==> src/rtl/mem_req_arbiter.sv <==
// mem_req_arbiter
//   Round-robin arbiter sharing NumPorts physical memory ports among NumReq
//   requesters. Up to NumPorts valid requests are granted per cycle, starting
//   the scan at the round-robin pointer. A write is held back if an earlier
//   grant in the same cycle is a write to the same address. Read data returns
//   to the owning requester one cycle after the grant.
//
// Ports
//   clk_i, rst_ni    clock, asynchronous active-low reset
//   req_valid_i      per-requester request pending
//   req_ready_o      per-requester grant (combinational, transfer completes)
//   req_addr_i       per-requester address
//   req_we_i         per-requester write enable (1 = write)
//   req_wdata_i      per-requester write data (signed)
//   rsp_valid_o      per-requester read response valid (registered pulse)
//   rsp_rdata_o      per-requester read data (registered, held otherwise)
//   mem_addr_o       per-port memory address (0 when port unused)
//   mem_we_o         per-port memory write enable (0 when port unused)
//   mem_wr_data_o    per-port memory write data (0 when port unused)
//   mem_rd_data_i    per-port combinational read data from memory
module mem_req_arbiter #(
  parameter int NumReq    = 8,
  parameter int NumPorts  = 2,
  parameter int DataWidth = 8,
  parameter int DataDepth = 4096,
  parameter int AddrWidth = (DataDepth <= 1) ? 1 : $clog2(DataDepth),
  parameter int IdxWidth  = $clog2(NumReq)
) (
  input  logic                        clk_i,
  input  logic                        rst_ni,
  input  logic [NumReq-1:0]           req_valid_i,
  output logic [NumReq-1:0]           req_ready_o,
  input  logic [AddrWidth-1:0]        req_addr_i    [NumReq],
  input  logic [NumReq-1:0]           req_we_i,
  input  logic signed [DataWidth-1:0] req_wdata_i   [NumReq],
  output logic [NumReq-1:0]           rsp_valid_o,
  output logic signed [DataWidth-1:0] rsp_rdata_o   [NumReq],
  output logic [AddrWidth-1:0]        mem_addr_o    [NumPorts],
  output logic [NumPorts-1:0]         mem_we_o,
  output logic signed [DataWidth-1:0] mem_wr_data_o [NumPorts],
  input  logic signed [DataWidth-1:0] mem_rd_data_i [NumPorts]
);

  localparam int          PortW = (NumPorts > 1) ? $clog2(NumPorts) : 1;
  localparam int unsigned NR    = NumReq;
  localparam int unsigned NP    = NumPorts;

  logic [IdxWidth-1:0] ptr_q, ptr_d;
  logic [PortW-1:0]    port_sel [NumReq];   // port carrying each granted requester

  // Scan working variables (written only by the grant process).
  int unsigned         scan_cnt;
  int unsigned         scan_pos;
  logic [IdxWidth-1:0] scan_r;
  logic [IdxWidth-1:0] last_idx;
  logic                any_grant;
  logic                conflict;

  // Grant scan: visit requesters ptr, ptr+1, ... (mod NumReq). The ports
  // already assigned in this scan double as the record of earlier grants,
  // so the write-conflict test simply compares against them.
  always_comb begin
    req_ready_o = '0;
    mem_we_o    = '0;
    for (int unsigned p = 0; p < NP; p++) begin
      mem_addr_o[p]    = '0;
      mem_wr_data_o[p] = '0;
    end
    for (int unsigned j = 0; j < NR; j++) begin
      port_sel[j] = '0;
    end
    scan_cnt  = 0;
    scan_pos  = 0;
    scan_r    = '0;
    last_idx  = '0;
    any_grant = 1'b0;
    conflict  = 1'b0;

    for (int unsigned i = 0; i < NR; i++) begin
      scan_pos = 32'(ptr_q) + i;
      if (scan_pos >= NR) begin
        scan_pos = scan_pos - NR;
      end
      scan_r   = IdxWidth'(scan_pos);
      conflict = 1'b0;
      if (req_we_i[scan_r]) begin
        for (int unsigned p = 0; p < NP; p++) begin
          if ((p < scan_cnt) && mem_we_o[p] && (mem_addr_o[p] == req_addr_i[scan_r])) begin
            conflict = 1'b1;
          end
        end
      end
      if (req_valid_i[scan_r] && (scan_cnt < NP) && !conflict) begin
        for (int unsigned p = 0; p < NP; p++) begin
          if (p == scan_cnt) begin
            mem_addr_o[p]    = req_addr_i[scan_r];
            mem_we_o[p]      = req_we_i[scan_r];
            mem_wr_data_o[p] = req_wdata_i[scan_r];
            port_sel[scan_r] = PortW'(p);
          end
        end
        req_ready_o[scan_r] = 1'b1;
        scan_cnt  = scan_cnt + 1;
        last_idx  = scan_r;
        any_grant = 1'b1;
      end
    end
  end

  always_comb begin
    ptr_d = ptr_q;
    if (any_grant) begin
      if (last_idx == IdxWidth'(NR - 1)) begin
        ptr_d = '0;
      end else begin
        ptr_d = last_idx + IdxWidth'(1);
      end
    end
  end

  always_ff @(posedge clk_i or negedge rst_ni) begin
    if (!rst_ni) begin
      ptr_q       <= '0;
      rsp_valid_o <= '0;
      for (int unsigned j = 0; j < NR; j++) begin
        rsp_rdata_o[j] <= '0;
      end
    end else begin
      ptr_q <= ptr_d;
      for (int unsigned j = 0; j < NR; j++) begin
        if (req_ready_o[j] && !req_we_i[j]) begin
          rsp_valid_o[j] <= 1'b1;
          rsp_rdata_o[j] <= mem_rd_data_i[port_sel[j]];
        end else begin
          rsp_valid_o[j] <= 1'b0;
        end
      end
    end
  end

endmodule

==> config.mk <==
export PLATFORM = sky130hd
export DESIGN_NAME = mem_req_arbiter
export DESIGN_NICKNAME = d
export VERILOG_FILES = /design/src/rtl/mem_req_arbiter.sv
export SDC_FILE = /design/constraint.sdc
export NUM_CORES = 1
export LEC_CHECK = 0
export CAP_MARGIN = 40
export CORE_MARGIN = 2
export CORE_UTILIZATION = 45
export CTS_BUF_LIST = sky130_fd_sc_hd__clkbuf_8
export CTS_CLUSTER_SIZE = 40
export DETAILED_ROUTE_END_ITERATION = 10
export PLACE_DENSITY = 0.72
export SLEW_MARGIN = 20
export SYNTH_ARGS = -nofsm -noshare
export SYNTH_HDL_FRONTEND = slang
export SYNTH_SLANG_ARGS = --single-unit
export TNS_END_PERCENT = 30
==> constraint.sdc <==
create_clock -name clk_i -period 20.9 [get_ports clk_i]
set_clock_uncertainty 0.1 [all_clocks]
set_input_delay 2.09 -clock clk_i [delete_from_list [all_inputs] [get_ports clk_i]]
set_output_delay 2.09 -clock clk_i [all_outputs]
set_load 0.005 [all_outputs]
### Word level (Yosys, flattened, before mapping)

Index checks and enable logic that the tools add are counted.

* logic and storage cells: 542
* register bits: 75
* bits of input ports: 194

* reduce and logical (&&, ||, !) cells: 85
* bitwise operators: 42
* order comparisons: 67
* add/subtract/negate cells: 22
* eq/ne operators: 21
* multiplexer cells: 295

Operators with widths (number)
* 8-bit 2-to-1 mux: 90
* 1-bit by 32-bit < comparator with 1-bit output, first input constant: 13
* 12-bit 2-to-1 mux: 31
* 12-bit binary-select mux with 3-bit select: 8
* 1-bit by 32-bit equality test with 1-bit output, first input constant: 7
* 32-bit logical NOT: 7
* 32-bit by 2-bit < comparator with 1-bit output, second input constant: 7
* 32-bit by 1-bit adder with 32-bit output, second input constant: 6
* 8-bit binary-select mux with 3-bit select: 8
* 32-bit 2-to-1 mux: 6
* 24-bit 2-to-1 mux: 7
* 12-bit equality test: 13
* 16-bit 2-to-1 mux: 7
* 8-bit bitwise OR: 14
* 1-bit 2-to-1 mux: 83
* 1-bit logical AND: 63
* 4-bit >= comparator, second input constant: 15
* 3-bit 2-to-1 mux: 17
* 8-bit AND: 6
* 1-bit binary-select mux with 3-bit select: 16
* 8-bit NOT: 6
* 1-bit demux with 3-bit select: 15
* 3-bit by 4-bit < comparator with 1-bit output, second input constant: 8
* 3-bit NOT with 4-bit output: 8
* other kinds (13): 71

### Logic depth before layout (Yosys ltp)

Gate-level depths: netlist of run 1.

* word-level depth: 75
* gate-level depth with buffers: 79
* gate-level depth less buffers: 58

### Least setup slack after synthesis of run 1

No wires, ideal clock.

* kind: reg-to-output
* from: register ptr_q[1]
* to: output mem_addr_o[0] in the netlist's numbering
* buffers on the path: 18
* setup slack: 4.139 ns
* arrival: 14.571 ns
* cell stages (with the launch flop): 71
* path through: dfrtp_1 -> buf_2 -> buf_4 -> buf_2 -> buf_2 -> buf_2 -> buf_1 -> inv_1 -> ha_1 -> buf_6 -> buf_6 -> buf_6 -> mux4_2 -> mux2_2 -> and3_1 -> nor4b_2 -> nand4_1 -> o31ai_4 -> (+35 left out) -> or4b_1 -> nor2_1 -> nor2_1 -> clkbuf_1 -> a21oi_1 -> ha_1 -> a21boi_0 -> and3_1 -> buf_4 -> a21oi_1 -> or3_1 -> a2111oi_2 -> nand4_1 -> buf_4 -> o31a_4 -> nor4b_4 -> buf_6 -> mux2i_1

RTL lines
* from (decl): RTL line 48 `logic [IdxWidth-1:0] ptr_q, ptr_d;`
* from (signal assigned): RTL line 129 `ptr_q <= ptr_d;`
* to (decl): RTL line 38 `output logic [AddrWidth-1:0] mem_addr_o [NumPorts],`

==> impl_metrics.yaml, run 1 <==
synth:
  avgSynthCellArea_um2: 9.119
  async_reset_ff_frac: 1.000
  synth_top_area_share: 0.2168
  synth_cell_types: 99
  synth_area_leaders: "mux4_2 22%, dfrtp_1 11%, mux2i_1 10%"
  synth_common_cells: "186 x nand2_1, 182 x mux2i_1, 171 x mux4_2"
  synth_area_um2: 17760
  yosysSeqAreaShare: 0.1056
  synthCells: 1948
  synth-seq-cells: 75
  synth_edf_count: 0
  syn-num-nets: 2159
  yosys_warnings: 0
  synth.largest_area_cell: "mux4_2"
  synth_top_flop_cell: "dfrtp_1"
  synth_most_common_cell: "nand2_1"
sta:
  period_share: 0.9408
  period_needed_ns: 19.66
  timing.fmax_mhz: 50.86
  setup_tns_ns: 0
  maxSlewViolCount: 0
  relSlewSlack: 0.3477
  setup_viol: 0
  worst_slew_pin_slew_ns: 0.9512
  final_hold_viol_count: 0
  rsz0062_at_grt: "no"
worst_setup_path:
  regToRegStartpoint: "ptr_q[1]"
  critPathMostFrequentCell: "inv_1"
  critPathLaunch: "ptr_q[1]"
  r2r_setup_slack_ns: 3.49
  end_kind: "output port"
  critPathKind: "flip-flop to output port"
  r2r_end: "ptr_q[0]"
  cp-endpoint: "mem_addr_o[4]"
  worst_ep_arrival_time_ns: 17.47
  crit_fanout: 47
  cp.required_ns: 18.71
  worst_path_max_delay_cell: "dfrtp_4"
  cp-start-kind: "flip-flop"
  rr_worst_depth: 63
  slowest_delay_ns: 0.89
placed_design:
  dp_hpwl_um: 57650
  place_congestion: 0.9881
  place_area_um2: 21400
  port_buffers: 315
clock_network:
  cts.path.max_buffers: 2
  cts_buffers: 9
  clk_root_buffer_cell: "clkbuf_8"
  cts_hold_buf: 0
  worstSkewPairLatency_ns: 0.36
  cts_setup_buffers: 0
  ctsResizeCount: 0
  cts_tree: "yes"
  clkSlewWorstSetupHoldPaths_ns: 0.09
  cts.htree.levels: 3
  clock-sinks: 75
floorplan:
  rows: 72
  die_w_um: 202.7
  coreArea_um2: 38830
  pin_count: 316
  start_util: 0.4575
  dieArea_um2: 41080
  die_y_um: 202.7
cells_and_area:
  antenna_cells: 0
  final_area_um2: 21690
  nets: 2402
  area_delta_synth_final_pct: 22.12
  drive_above_1_share: 0.2046
  final_core_util: 0.5587
global_routing:
  grt_pass1_wl_um: 112900
  antenna_found_initial: 4
  gr-total-overflow: 0
  grt_pass1_vias: 18130
  grt_start_max_net_pins: 107
  grtUsageTotal: 0.3537
routing:
  ant_nets: 0
  routed_wirelength_um: 74940
  num_vias: 18770
  wl_per_cell_um: 27.62
  via_per_inst: 6.920
  dr.pass1.iters: 10
  drtIter0Drc: 2280
  drc: 0
job:
  cap_viol_max_count: 0
worst_hold_path:
  hp-class: "flip-flop to flip-flop"
run_status:
  status: "finished clean"
==> sequential cells by signal (all words and copies together), names as in the netlist <==
signal,count
ptr_q,3
rsp_valid_o,8
rsp_rdata_o,64
==> per-layer routing <==
layer | vias to the layer above | part of all wire | GRT usage
met3 | 143 | 0.13 | 0.1053
met4 | 4 | 0.022 | 0.07925
met2 | 1239 | 0.43 | 0.5275
met5 | - | 0.00033 | 0
li1 | 8124 | - | -
met1 | 9263 | 0.42 | 0.5044
==> through the flow <==
stage	cells	hold WS [ns]	setup slack, ns
floorplan	1948	0.4055	4.139
detailed placement	2692	0.3950	1.331
finish	2713	0.4073	1.238
global placement	2674	0.3903	1.731
global route	2713	0.4323	0.09038
CTS	2707	0.4120	1.205
==> worst min path at each step <==
stage               depth (start not counted)             from         endpoint  slack, ns
finish                                      1  rsp_rdata_o[39]  rsp_rdata_o[39]       0.41
global route                                1  rsp_rdata_o[25]  rsp_rdata_o[25]       0.43
CTS                                         1  rsp_rdata_o[55]  rsp_rdata_o[55]       0.41
detailed placement                          1  rsp_rdata_o[39]  rsp_rdata_o[39]       0.39
global placement                            1  rsp_rdata_o[17]  rsp_rdata_o[17]       0.39
floorplan                                   1   rsp_rdata_o[0]   rsp_rdata_o[0]       0.41
==> cells by family after synthesis <==
kind of cell	Yosys count	synth area share
adder cells (fa/ha/maj)	17	0.01197
flip-flops	75	0.1056
buffers and inverters	205	0.05515
multiplexers	554	0.4494
AND/OR/NAND/NOR	535	0.1414
XOR/XNOR	75	0.03888
AO/OA/AOI/OAI	487	0.1975
==> layout by cell type (no fill, tap or decap), types with 45 or more instances in the layout <==
| cell | Yosys | final |
|---|---|---|
| dfrtp_1 | 75 | 72 |
| inv_1 | 46 | 46 |
| nand3_1 | 74 | 74 |
| nand2_1 | 186 | 186 |
| xnor2_1 | 46 | 45 |
| mux2i_1 | 182 | 182 |
| nor2_1 | 135 | 134 |
| clkdlybuf4s50_1 | 0 | 314 |
| a21oi_1 | 121 | 120 |
| mux2_1 | 78 | 78 |
| mux2_2 | 118 | 118 |
| o21ai_0 | 96 | 96 |
| buf_4 | 17 | 59 |
| mux4_2 | 171 | 171 |
| a211oi_1 | 54 | 54 |
==> critical path: cells and delay by family (launching register included) <==
family          cells  cell delay (ns)
buf+inv            13             3.20
fa+ha+maj           6             1.89
xor+xnor            3             1.24
flops               1             0.89
simple gates       18             4.28
compound gates     15             4.10
mux                 4             1.36
==> layout make-up <==
class | count | area [um2]
Clock inverter | 4 | 50.05
Fill cell | 3426 | 17130
Timing Repair Buffer | 390 | 3794
Tap cell | 518 | 648.1
Sequential cell | 75 | 1886
Inverter | 47 | 176.4
Multi-Input combinational cell | 1668 | 14990
Clock buffer | 11 | 151.4
Power of run 1 is not shown: default switching activity piles up to over one toggle a cycle in this logic, so the estimate is an artifact.
==> run 2: changes to the inputs <==
--- a/config.mk
+++ b/config.mk
@@ -5,13 +5,14 @@
 export SDC_FILE = /design/constraint.sdc
 export NUM_CORES = 1
 export LEC_CHECK = 0
-export CAP_MARGIN = 40
+export ABC_AREA = 1
+export CAP_MARGIN = 20
 export CORE_MARGIN = 2
 export CORE_UTILIZATION = 45
 export CTS_BUF_LIST = sky130_fd_sc_hd__clkbuf_8
 export CTS_CLUSTER_SIZE = 40
 export DETAILED_ROUTE_END_ITERATION = 10
-export PLACE_DENSITY = 0.72
+export PLACE_DENSITY = 0.71
 export SLEW_MARGIN = 20
 export SYNTH_ARGS = -nofsm -noshare
 export SYNTH_HDL_FRONTEND = slang
==> constraint.sdc (replaced) <==
create_clock -name clk_i -period 23.6 [get_ports clk_i]
set_clock_uncertainty 0.1 [all_clocks]
set_input_delay 2.36 -clock clk_i [delete_from_list [all_inputs] [get_ports clk_i]]
set_output_delay 2.36 -clock clk_i [all_outputs]
set_load 0.005 [all_outputs]
==> impl_metrics.yaml, run 2 <==
synth:
  async_reset_ff_frac: 1.000
  yosys_warnings: 0
  synth_top_flop_cell: "dfrtp_1"
  synth_cell_types: 49
  syn-num-nets: 4346
  avgSynthCellArea_um2: 4.809
  synth.largest_area_cell: "nand2_1"
  synth_most_common_cell: "nand2_1"
  synth_area_um2: 19890
  synthCells: 4135
  synth-seq-cells: 75
  synth_common_cells: "1909 x nand2_1, 715 x nand3_1, 350 x o21ai_0"
  synth_area_leaders: "nand2_1 36%, nand3_1 18%, dfrtp_1 9.4%"
  synth_edf_count: 0
  yosysSeqAreaShare: 0.09438
  synth_top_area_share: 0.3603
floorplan:
  coreArea_um2: 43930
  rows: 77
  pin_count: 316
  dieArea_um2: 45890
  die_w_um: 214.2
  die_y_um: 214.2
  start_util: 0.4526
clock_network:
  cts.htree.levels: 3
  cts_tree: "yes"
  worstSkewPairLatency_ns: 0.37
  clk_root_buffer_cell: "clkbuf_8"
  clkSlewWorstSetupHoldPaths_ns: 0.07
  ctsResizeCount: 0
  cts.path.max_buffers: 2
  cts_buffers: 9
  cts_setup_buffers: 0
  clock-sinks: 75
  cts_hold_buf: 0
worst_hold_path:
  hp-class: "flip-flop to flip-flop"
global_routing:
  grtUsageTotal: 0.3719
  gr-total-overflow: 0
  grt_start_max_net_pins: 106
  grt_pass1_vias: 24160
  antenna_found_initial: 1
  grt_pass1_wl_um: 137200
cells_and_area:
  drive_above_1_share: 0.03449
  final_common_cell: "nand2_1"
  nets: 4468
  antenna_cells: 0
  area_delta_synth_final_pct: 16.59
  reg_top3: "rsp_rdata_o (64), rsp_valid_o (8), ptr_q (3)"
  largest_reg_flops: 64
  regMostFlops: "rsp_rdata_o"
  mostFrequentLayoutCells: "1908 x nand2_1, 715 x nand3_1, 346 x o21ai_0"
  final_area_um2: 23180
run_status:
  status: "finished clean"
routing:
  num_vias: 27920
  drc: 0
  wl_per_cell_um: 18.26
  drtIter0Drc: 3544
  ant_nets: 0
  via_per_inst: 5.751
  routed_wirelength_um: 88620
  dr.pass1.iters: 9
sta:
  timing.fmax_mhz: 45.58
  period_needed_ns: 21.94
  setup_viol: 0
  final_hold_viol_count: 0
  period_share: 0.9295
  setup_tns_ns: 0
  worst_slew_pin_slew_ns: 1.294
  rsz0062_at_grt: "no"
  maxSlewViolCount: 0
  relSlewSlack: 0.1283
placed_design:
  place_congestion: 1.064
  place_area_um2: 22980
  port_buffers: 315
  dp_hpwl_um: 70120
worst_setup_path:
  worst_ep_arrival_time_ns: 19.48
  cp.required_ns: 21.14
  worst_path_max_delay_cell: "nand2_2"
  slowest_delay_ns: 0.52
  end_kind: "output port"
  crit_buf_inv: 16
  critPathMostFrequentCell: "nand2_1"
  crit_fanout: 54
  cp-start-kind: "input pin"
  critPathKind: "input pin to output port"
  cpLargestDelayFamily: "simple AND/OR/NAND/NOR gates"
job:
  cap_viol_max_count: 0
## run 2: worst reg2reg max path, delay by kind of cell (launching register included)
kind / cells / cell delay (ns)
buffers and inverters: 16 / 4.41
AND/OR/NAND/NOR: 55 / 9.97
flip-flops: 1 / 0.93
adder cells (fa/ha/maj): 8 / 2.28
AO/OA/AOI/OAI: 7 / 1.13
## run 2: kinds of logic (layout without fill, tap and decap cells)
group	count (synthesis)	in the layout	synth area share
DFF	75	75	0.09438
buffers and inverters	583	710	0.1206
xor gates and xnor gates	2	2	0.0008811
AOI/OAI and AO/OA	570	570	0.1664
adders and majority gates	17	17	0.01070
and+or+nand+nor	2879	2879	0.6025
muxes	9	9	0.004530
## run 2: final timing paths
kind	start	endpoint	slack [ns]	cells past startpoint
setup / recovery	req_valid_i[7]	mem_wr_data_o[14]	1.66	89
hold / removal	rsp_rdata_o[62]	rsp_rdata_o[62]	0.38	2
setup reg to reg	ptr_q[1]	ptr_q[2]	4.61	86
hold reg to reg	rsp_rdata_o[62]	rsp_rdata_o[62]	0.38	2
max in group asynchronous	rst_ni	ptr_q[0]	20.59	2
min in group asynchronous	rst_ni	rsp_rdata_o[16]	2.12	2
## run 2: per-layer routing
| layer | part of all wire | wire length [um] | GRT usage |
|---|---|---|---|
| met1 | 0.42 | 37660 | 0.5284 |
| met2 | 0.41 | 36170 | 0.5529 |
| met3 | 0.13 | 11450 | 0.08426 |
| met4 | 0.037 | 3316 | 0.1215 |
| met5 | 0.00018 | 16 | 0 |
## run 2: cell type report
| class | count | area [um2] |
|---|---|---|
| Tap cell | 592 | 740.7 |
| Clock inverter | 7 | 43.79 |
| Inverter | 339 | 1277 |
| Fill cell | 4870 | 20750 |
| Sequential cell | 75 | 1882 |
| Multi-Input combinational cell | 3477 | 15670 |
| Clock buffer | 9 | 123.9 |
| Timing Repair Buffer | 355 | 3448 |
## run 2: through the flow
step | worst slack [ns] | instances | hold WS [ns] | utilization
detailed placement | 1.542 | 4838 | 0.3657 | 0.5231
floorplan | 9.031 | 4135 | 0.3724 | -
global route | 0.06466 | 4854 | 0.4023 | 0.5277
global placement | 2.168 | 4838 | 0.3608 | 0.5231
finish | 1.663 | 4854 | 0.3850 | 0.5277
CTS | 1.522 | 4854 | 0.3872 | 0.5269
Power of run 2 is left out for the same reason.
